===== src/rtl/rv_hart_sched.sv =====
// Barrel-thread issue scheduler: walks the hart table ROM one slot per advancing
// cycle and issues the stored hart ID, or a bubble if that hart is not ready.
module rv_hart_sched #(
  parameter int DATA_WIDTH = 4,
  parameter int ADDR_WIDTH = 3,
  parameter int TABLE_LEN  = 8,
  parameter int PIPE_DEPTH = 4
) (
  input  logic                       i_clk,
  input  logic                       i_rst,
  input  logic                       i_en,
  input  logic                       i_stall,
  input  logic                       i_restart,
  input  logic [2**DATA_WIDTH-1:0]   i_hart_active,
  output logic [ADDR_WIDTH-1:0]      o_h_addr,
  input  logic [DATA_WIDTH-1:0]      i_h_out,
  output logic                       o_issue_valid,
  output logic [DATA_WIDTH-1:0]      o_issue_hart,
  output logic [15:0]                o_bubble_cnt
);

  localparam int NUM_HARTS = 2**DATA_WIDTH;
  localparam int CD_W      = (PIPE_DEPTH > 1) ? $clog2(PIPE_DEPTH) : 1;

  logic [ADDR_WIDTH-1:0] r_ptr;
  logic                  r_issueValid;
  logic [DATA_WIDTH-1:0] r_issueHart;
  logic [15:0]           r_bubbleCnt;
  logic [CD_W-1:0]       r_cooldown [NUM_HARTS];

  logic                  w_elig;
  logic [ADDR_WIDTH-1:0] w_ptrNext;

  assign w_elig    = i_hart_active[i_h_out] && (r_cooldown[i_h_out] == '0);
  assign w_ptrNext = (r_ptr == ADDR_WIDTH'(TABLE_LEN - 1)) ? '0 : r_ptr + 1'b1;

  // Priority is restart > stall > !en > advance; cooldowns count advancing
  // cycles (and drain cycles) until a hart may issue again.
  always_ff @(posedge i_clk or posedge i_rst) begin
    if (i_rst) begin
      r_ptr        <= '0;
      r_issueValid <= 1'b0;
      r_issueHart  <= '0;
      r_bubbleCnt  <= '0;
      for (int i = 0; i < NUM_HARTS; i++) r_cooldown[i] <= '0;
    end else if (i_restart) begin
      r_ptr        <= '0;
      r_issueValid <= 1'b0;
      for (int i = 0; i < NUM_HARTS; i++) r_cooldown[i] <= '0;
    end else if (i_stall) begin
      r_ptr <= r_ptr;
    end else if (!i_en) begin
      r_issueValid <= 1'b0;
      for (int i = 0; i < NUM_HARTS; i++)
        if (r_cooldown[i] != '0) r_cooldown[i] <= r_cooldown[i] - 1'b1;
    end else begin
      r_issueValid <= w_elig;
      r_issueHart  <= i_h_out;
      r_ptr        <= w_ptrNext;
      for (int i = 0; i < NUM_HARTS; i++)
        if (r_cooldown[i] != '0) r_cooldown[i] <= r_cooldown[i] - 1'b1;
      if (w_elig)
        r_cooldown[i_h_out] <= CD_W'(PIPE_DEPTH - 1);
      else if (r_bubbleCnt != 16'hFFFF)
        r_bubbleCnt <= r_bubbleCnt + 16'd1;
    end
  end

  assign o_h_addr      = r_ptr;
  assign o_issue_valid = r_issueValid;
  assign o_issue_hart  = r_issueHart;
  assign o_bubble_cnt  = r_bubbleCnt;

endmodule

===== config.mk =====
export PLATFORM = sky130hd
export DESIGN_NAME = rv_hart_sched
export DESIGN_NICKNAME = d
export VERILOG_FILES = /design/src/rtl/rv_hart_sched.sv
export SDC_FILE = /design/constraint.sdc
export NUM_CORES = 1
export LEC_CHECK = 0
export CAP_MARGIN = 20
export CORE_MARGIN = 5
export CORE_UTILIZATION = 54
export CTS_BUF_LIST = sky130_fd_sc_hd__clkbuf_16
export DETAILED_ROUTE_END_ITERATION = 10
export PLACE_DENSITY = 0.82
export SYNTH_ARGS = -nofsm -noshare
export SYNTH_HDL_FRONTEND = slang
export SYNTH_SLANG_ARGS = --single-unit

===== constraint.sdc =====
create_clock -name i_clk -period 2.7 [get_ports i_clk]
set_input_delay 0.405 -clock i_clk [delete_from_list [all_inputs] [get_ports i_clk]]
set_output_delay 0.405 -clock i_clk [all_outputs]
set_load 0.01 [all_outputs]

# After elaboration in Yosys (flattened, before gate mapping)
# Cells that the tools add are included.
# totals
reg_bits	56
latch_bits	0
ram_bits	0
romBits	0
inputBits	25
out_inout_bits	24
word_cells	154
n_memories	0
# classes
add_sub_neg	18
multipliers	0
div	0
n_lt_le_gt_ge	3
n_eq_ne	3
shifts	0
muxes	82
bitwise_logic	5
n_reduce_logical	23
# ops
cell	n
2-to-1 mux 2 bit	67
2-to-1 mux 32 bit	4
nonzero test 2 bit	17
OR 32 bit	1
subtractor 2 x 1 -> 2 bit, second input constant	16
adder 16 x 1 -> 16 bit, second input constant	1
inequality test 16 bit, second input constant	1
2-to-1 mux 3 bit	4
binary-select mux 2 bit (select 4 bit)	1
demux 2 bit (select 4 bit)	1
greater-or-equal comparator 5 bit, second input constant	1
less-than comparator 4 x 5 -> 1 bit, second input constant	1
less-than comparator 5 x 1 -> 1 bit, second input constant	1
inverter 4 -> 5 bit	1
AND reduction 5 bit	1
binary-select mux 1 bit (select 4 bit)	1
2-to-1 mux 1 bit	4
adder 3 x 1 -> 3 bit, second input constant	1
== test 3 bit, second input constant	1
inverter 1 bit	3
AND reduction 3 bit	1
logical AND 1 bit	2
zero test 2 bit	1
inequality test 2 x 1 -> 1 bit, second input constant	1
AND reduction 2 bit	1

# Longest topological paths before layout
# depth
ltp_word	10
ltp_mapped	11
mapped_depth_nobuf	7

# Least setup slack after synthesis
# No wires, ideal clock.
# synth_path
kind	reg2reg
from	reg r_bubbleCnt[4], in the netlist o_bubble_cnt[4]
to	reg r_bubbleCnt[1], in the netlist o_bubble_cnt[1]
setup_time_ns	0.125
arrival_ns	1.971
required_time_ns	2.575
slack_ns	0.604
stages_incl_launch_ff	8
path_buffers	0
synth_period_minus_slack_ns	2.096
path_cell_list	dfrtp_1 > and3_1 > and4_4 > nand3_2 > nor3_4 > nand4_1 > and3b_1 > mux2_4
# synth_via
elab_chain_cells	2
# synth_lines
item	line	rtl
start, declared	28	logic [15:0] r_bubbleCnt;
start signal, assigned	65	r_bubbleCnt <= r_bubbleCnt + 16'd1;
inequality test 16 bit	64	else if (r_bubbleCnt != 16'hFFFF)
AND reduction 5 bit (no line)	n/a	
# No other way between the ends.
# A chain may end at the register's enable or synchronous reset.

# Final worst setup path
# layout_path
from	in i_h_out[1]
to	reg r_bubbleCnt[12], in the netlist o_bubble_cnt[12]
# layout_via
elab_chain_cells	8
elab_cells_between_ends	10
cone_classes	mux (5); bitwise (2); reduce/logical (3)
# layout_lines
item	line	rtl
start, declared	16	input logic [DATA_WIDTH-1:0] i_h_out,
inverter 4 -> 5 bit (not written as such)	34	assign w_elig = i_hart_active[i_h_out] && (r_cooldown[i_h_out] == '0);
binary-select mux 2 bit (select 4 bit)	34	
2-to-1 mux 2 bit (not written as such) (2 in series)	34	
zero test 2 bit	34	
logical AND 1 bit *	34	
inverter 1 bit (no line) *	n/a	
AND reduction 5 bit (no line) *	n/a	
# Every way passes the cells marked *; elsewhere a longest branch is shown, timed or not. The select of a mux whose other input is x is not followed.

==> impl_metrics.ini <==
[die]
core_sq_um = 5540
die_h_microns = 85.7
start_util_pct = 55.9
die_area_sq_um = 7350
dieWidth_microns = 85.7
rows = 27
io_pins = 49

[pwr]
seqPwrFrac_pct = 47.5
switching_power_mw = 0.566
clockPowerShare_pct = 31.7
p_int_mw = 1.44
vdd_drop_max_v = 0.000409
combPwrFrac_pct = 20.8
switching_share_pct = 28.2
p_per_area_nw_per_um2 = 517
power_leakage_nw = 1.60
finalPower_mw = 2.01

[global_routing]
grt_antenna_before_repair = 0
grt_overflow = 0
grt_usage_pct = 21.9
grt_max_degree = 54
grt_pass1_vias = 2695
grt_pass1_wl_mm = 13.0

[routing]
first_iter_violations = 218
drt_pre_antenna_iters = 5
ant_nets = 0
vias_per_cell = 6.19
vias = 2771
wl_per_cell_microns = 17.2
drcViolationCount = 0
drt-total-wl_mm = 7.72

[worst_setup_path]
crit_type = in -> reg
end_kind = flop
startpoint_type = primary input
reg2reg_slack_ns = 0.49
startpoint = i_h_out[1]
crit_arrival_ns = 2.77
r2r-end = o_bubble_cnt[9]$_DFFE_PP0P_
cp.required_ns = 2.92
reg2reg_depth = 8
crit_fanout = 14
cp-endpoint = o_bubble_cnt[12]$_DFFE_PP0P_
reg2reg_from = o_bubble_cnt[4]$_DFFE_PP0P_

[finish]
final_common_cell = dfrtp_1
final_cell_mix = dfrtp_1 (56), clkdlybuf4s50_1 (48), a21oi_1 (37), nand3_1 (26), buf_4 (24)
seq_area_sq_um = 1400
final_cells = 448
drive_gt1_share_pct = 13.3
postLayoutCellArea_sq_um = 3880
multi_input_area_sq_um = 1500
nNetsFinal = 404
area_growth_syn_to_layout_pct = 25.3
diodes = 0
fill_cells = 419

[synth]
synthCells = 321
ys_types = 46
avgSynthCellArea_sq_um = 9.64
synth_edf_count = 0
syn-cell-area_sq_um = 3100
ys_ff_latch = 56
synth_nets = 349
synthArstFlopShare_pct = 100
ys_seq_area_share_pct = 45.3
synth_ff_type = dfrtp_1
synth_warnings = 0

[timing]
min_period_ns = 2.56
fin_skew_ns = 0.00784
min_period_over_period_pct = 94.7
tightest_slew_ns = 0.539
slew_headroom_pct = 64.0
final-hold-violation-count = 0
max_freq_ghz = 0.391
whs_ns = 0.480
setup_viol = 0
slew_violations = 0
rsz0062_at_grt = false

[place]
io_buffers = 48
routabilityCongestion = 0.959
hpwlAfterDp_mm = 5.55
placed_cells = 441
place_area_sq_um = 3730

[status]
status = finished clean

[clock_network]
htreeDepth = 2
clk_pin_slew_worst_paths_ns = 0.07
worstSkewPairLatency_ns = 0.29
cts_tree = built
clk_path_buf_depth = 2
cts-hold-fix-buffers = 0
cts.sink_count = 56
cts_made_buffers = 5
cts-root-buf = clkbuf_16

[flow_run]
maxCapViolations = 0

[worst_hold_path]
hold_class = in -> async
[sequential cells by signal, summed over array words and instances, names as in the netlist]
name	flops
r_cooldown	32
o_h_addr	3
o_bubble_cnt	16
o_issue_valid	1
o_issue_hart	4
[routing by layer]
metal	GRT usage, %	vias to the layer above	routed length, microns
met3	4.71	13	536
met1	30.8	1355	3470
met5	0	-	0
li1	-	1288	-
met2	33.7	115	3570
met4	7.34	0	143
[timing repair]
action	4_1_cts	5_1_grt
resized for setup	0	2
buffers inserted	0	0
setup endpoints to repair	0	2
endpoints found under the hold margin	0	0
[per-stage QoR]
stage          utilization, %  setup WS [ns]  setup TNS, ns
2_1_floorplan               -          0.604              0
3_3_place_gp             67.3        -0.0345         -0.114
3_5_place_dp             67.3         -0.139         -0.506
4_1_cts                  69.8          0.118              0
5_1_grt                  70.0         0.0328              0
6_report                 70.0          0.144              0
[worst min-delay path by stage]
stage               slack (ns)                      endpoint                         from  depth (start not counted)
finish                    0.48  o_bubble_cnt[12]$_DFFE_PP0P_                        i_rst                          2
detailed placement        0.48   o_bubble_cnt[6]$_DFFE_PP0P_  o_bubble_cnt[6]$_DFFE_PP0P_                          1
floorplan                 0.52   o_bubble_cnt[6]$_DFFE_PP0P_  o_bubble_cnt[6]$_DFFE_PP0P_                          1
CTS                       0.49   o_bubble_cnt[6]$_DFFE_PP0P_  o_bubble_cnt[6]$_DFFE_PP0P_                          1
global route              0.52   o_bubble_cnt[6]$_DFFE_PP0P_  o_bubble_cnt[6]$_DFFE_PP0P_                          1
global placement          0.48   o_bubble_cnt[6]$_DFFE_PP0P_  o_bubble_cnt[6]$_DFFE_PP0P_                          1
[cell families (layout without fill, tap and decap cells)]
logic type	count (synthesis)	after routing	synth area share, %
muxes	11	11	4.28
AOI/OAI and AO/OA	85	85	17.5
xor gates and xnor gates	15	15	4.24
DFF	56	56	45.3
and+or+nand+nor	106	106	20.6
buffers and inverters	45	100	6.91
adders and majority gates	3	3	1.21
[cell type report]
class	count	area share, %
multi-input combinational	220	38.5
timing repair buffer	73	17.5
sequential	56	36.1
inverter	20	1.93
tap	72	2.32
clock inverter	2	0.322
clock buffer	5	3.22
[synth_stat cells, types with 4 or more instances]
| master | number | area, sq um |
|---|---|---|
| dfrtp_1 | 56 | 1400 |
| nor4_1 | 4 | 25.0 |
| clkbuf_1 | 16 | 60.1 |
| a221oi_1 | 16 | 140 |
| and2_1 | 5 | 31.3 |
| nand4_1 | 15 | 93.8 |
| o21ai_0 | 16 | 80.1 |
| mux2i_1 | 5 | 50.1 |
| nor3b_1 | 4 | 30.0 |
| mux2_2 | 4 | 45.0 |
| buf_6 | 5 | 56.3 |
| nand2_1 | 8 | 30.0 |
| nand4b_1 | 4 | 35.0 |
| xnor2_1 | 5 | 43.8 |
| nand3_1 | 26 | 130 |
| xor2_1 | 10 | 87.6 |
| inv_1 | 20 | 75.1 |
| a21oi_1 | 37 | 185 |
| nor2_1 | 15 | 56.3 |
| nor2b_1 | 6 | 37.5 |
[power groups by stage]
| stage | Clock (mW) | Sequential, mW | Combinational (mW) |
|---|---|---|---|
| after CTS | 0.638 | 0.951 | 0.417 |
| final | 0.636 | 0.954 | 0.416 |
| after floorplan | 0 | 0.972 | 0.209 |
| after global placement | 0 | 0.964 | 0.402 |
| after global routing | 0.680 | 0.962 | 0.453 |
| after detailed placement | 0 | 0.966 | 0.414 |
[critical path: stages]
cell and delay (ns):
clkdlybuf4s50_1 0.57, buf_4 0.23, nor2_1 0.06, a32oi_1 0.21
o211ai_1 0.15, a221oi_2 0.32, nor2_2 0.12, buf_4 0.21
nor4_1 0.34, xnor2_1 0.16
Power figures use the tool's default switching activity.
==> variant: new RTL, same settings <==
The parameter `PIPE_DEPTH` goes from 4 to 8.
--- a/src/rtl/rv_hart_sched.sv
+++ b/src/rtl/rv_hart_sched.sv
@@ -4,7 +4,7 @@
   parameter int DATA_WIDTH = 4,
   parameter int ADDR_WIDTH = 3,
   parameter int TABLE_LEN  = 8,
-  parameter int PIPE_DEPTH = 4
+  parameter int PIPE_DEPTH = 8
 ) (
   input  logic                       i_clk,
   input  logic                       i_rst,
Check against the original RTL: not equivalent (a bounded check fails within 10 cycles, from zero or initial values and one cycle with i_rst high).
==> variant against the original RTL <==
Power grew 75%. Non-clock buffer count grew 20. Largest cell class unchanged. Synthesized area grew 56%. Clock power grew 67%. Sequential cell count grew 16. Final area grew 58%. Synthesized cell count grew 63%. Setup slack lost 0.051 ns. Global-route usage grew 2.7 points. Die area grew 49%. Final cell count grew 60%. Routed wire length grew 74%.
==> variant: results <==
{
  "status": "finished clean",
  "wl_met1_mm": 5.61,
  "nMultiInputCombCells": 382,
  "gp_congestion": 0.855,
  "worst-path-max-fanout": 6,
  "detailed_place.area_sq_um": 5600,
  "cp.arrival_ns": 2.84,
  "clkLatencyLatePin_ns": 0.34,
  "wl_per_cell_microns": 18.8,
  "vias": 4385,
  "nNetsFinal": 663,
  "grt_pass1_wl_mm": 21.9,
  "drive_above_1_share": 0.171,
  "r2r_setup_slack_ns": 0.09,
  "swShare": 0.338,
  "yosysSeqAreaShare": 0.374,
  "critPathMaxStageDelay_ns": 0.48,
  "clkPwrFrac": 0.303,
  "place_ws_ns": -0.495,
  "nFillCells": 614,
  "drt_wl_total_mm": 13.4,
  "clockBufferCount": 9,
  "synthToLayoutAreaGrowth_pct": 26.9,
  "power_mw": 3.51,
  "htree_levels": 3,
  "hold_ws_ns": 0.485,
  "final-clk-cell-share": 0.0413,
  "crit_family": "compound AO/OA/AOI/OAI gates",
  "netlist_top_cells_count": "72 x dfrtp_1, 59 x nor2_1, 45 x inv_1, 40 x a21oi_1",
  "fmax_ghz": 0.384,
  "sh_seq_area": 0.295,
  "final-nonclk-buf-share": 0.148,
  "largest_register_ffs": 48,
  "grt_max_degree": 73,
  "grt_usage": 0.246,
  "p_leak_nw": 2.71,
  "irDropWorstVdd_mv": 0.442,
  "n_all_buffers": 93,
  "routed-wl-met2_mm": 6.56,
  "rr_worst_depth": 9
}
==> variant: per-layer routing <==
| layer | vias up | GRT usage |
|---|---|---|
| met3 | 24 | 0.0633 |
| met4 | 0 | 0.0805 |
| met2 | 207 | 0.390 |
| li1 | 2033 | - |
| met5 | - | 0 |
| met1 | 2121 | 0.327 |
==> variant: path summary, 6_finish.rpt <==
check	from	endpoint
max in group asynchronous	i_rst	o_bubble_cnt[14]
worst max-delay path	r_cooldown[23]	r_cooldown[41]
min in group i_clk	o_bubble_cnt[4]	o_bubble_cnt[4]
worst max register to register	r_cooldown[23]	r_cooldown[41]
worst min-delay path	i_rst	r_cooldown[28]
worst min register to register	o_bubble_cnt[4]	o_bubble_cnt[4]
==> variant: cell families after synthesis <==
family,count (synthesis),share of synthesized area
buffers and inverters,69,0.0584
muxes,16,0.0516
AOI/OAI and AO/OA,124,0.186
adders and majority gates,35,0.0908
and+or+nand+nor,192,0.212
DFF,72,0.374
xor gates and xnor gates,15,0.0273
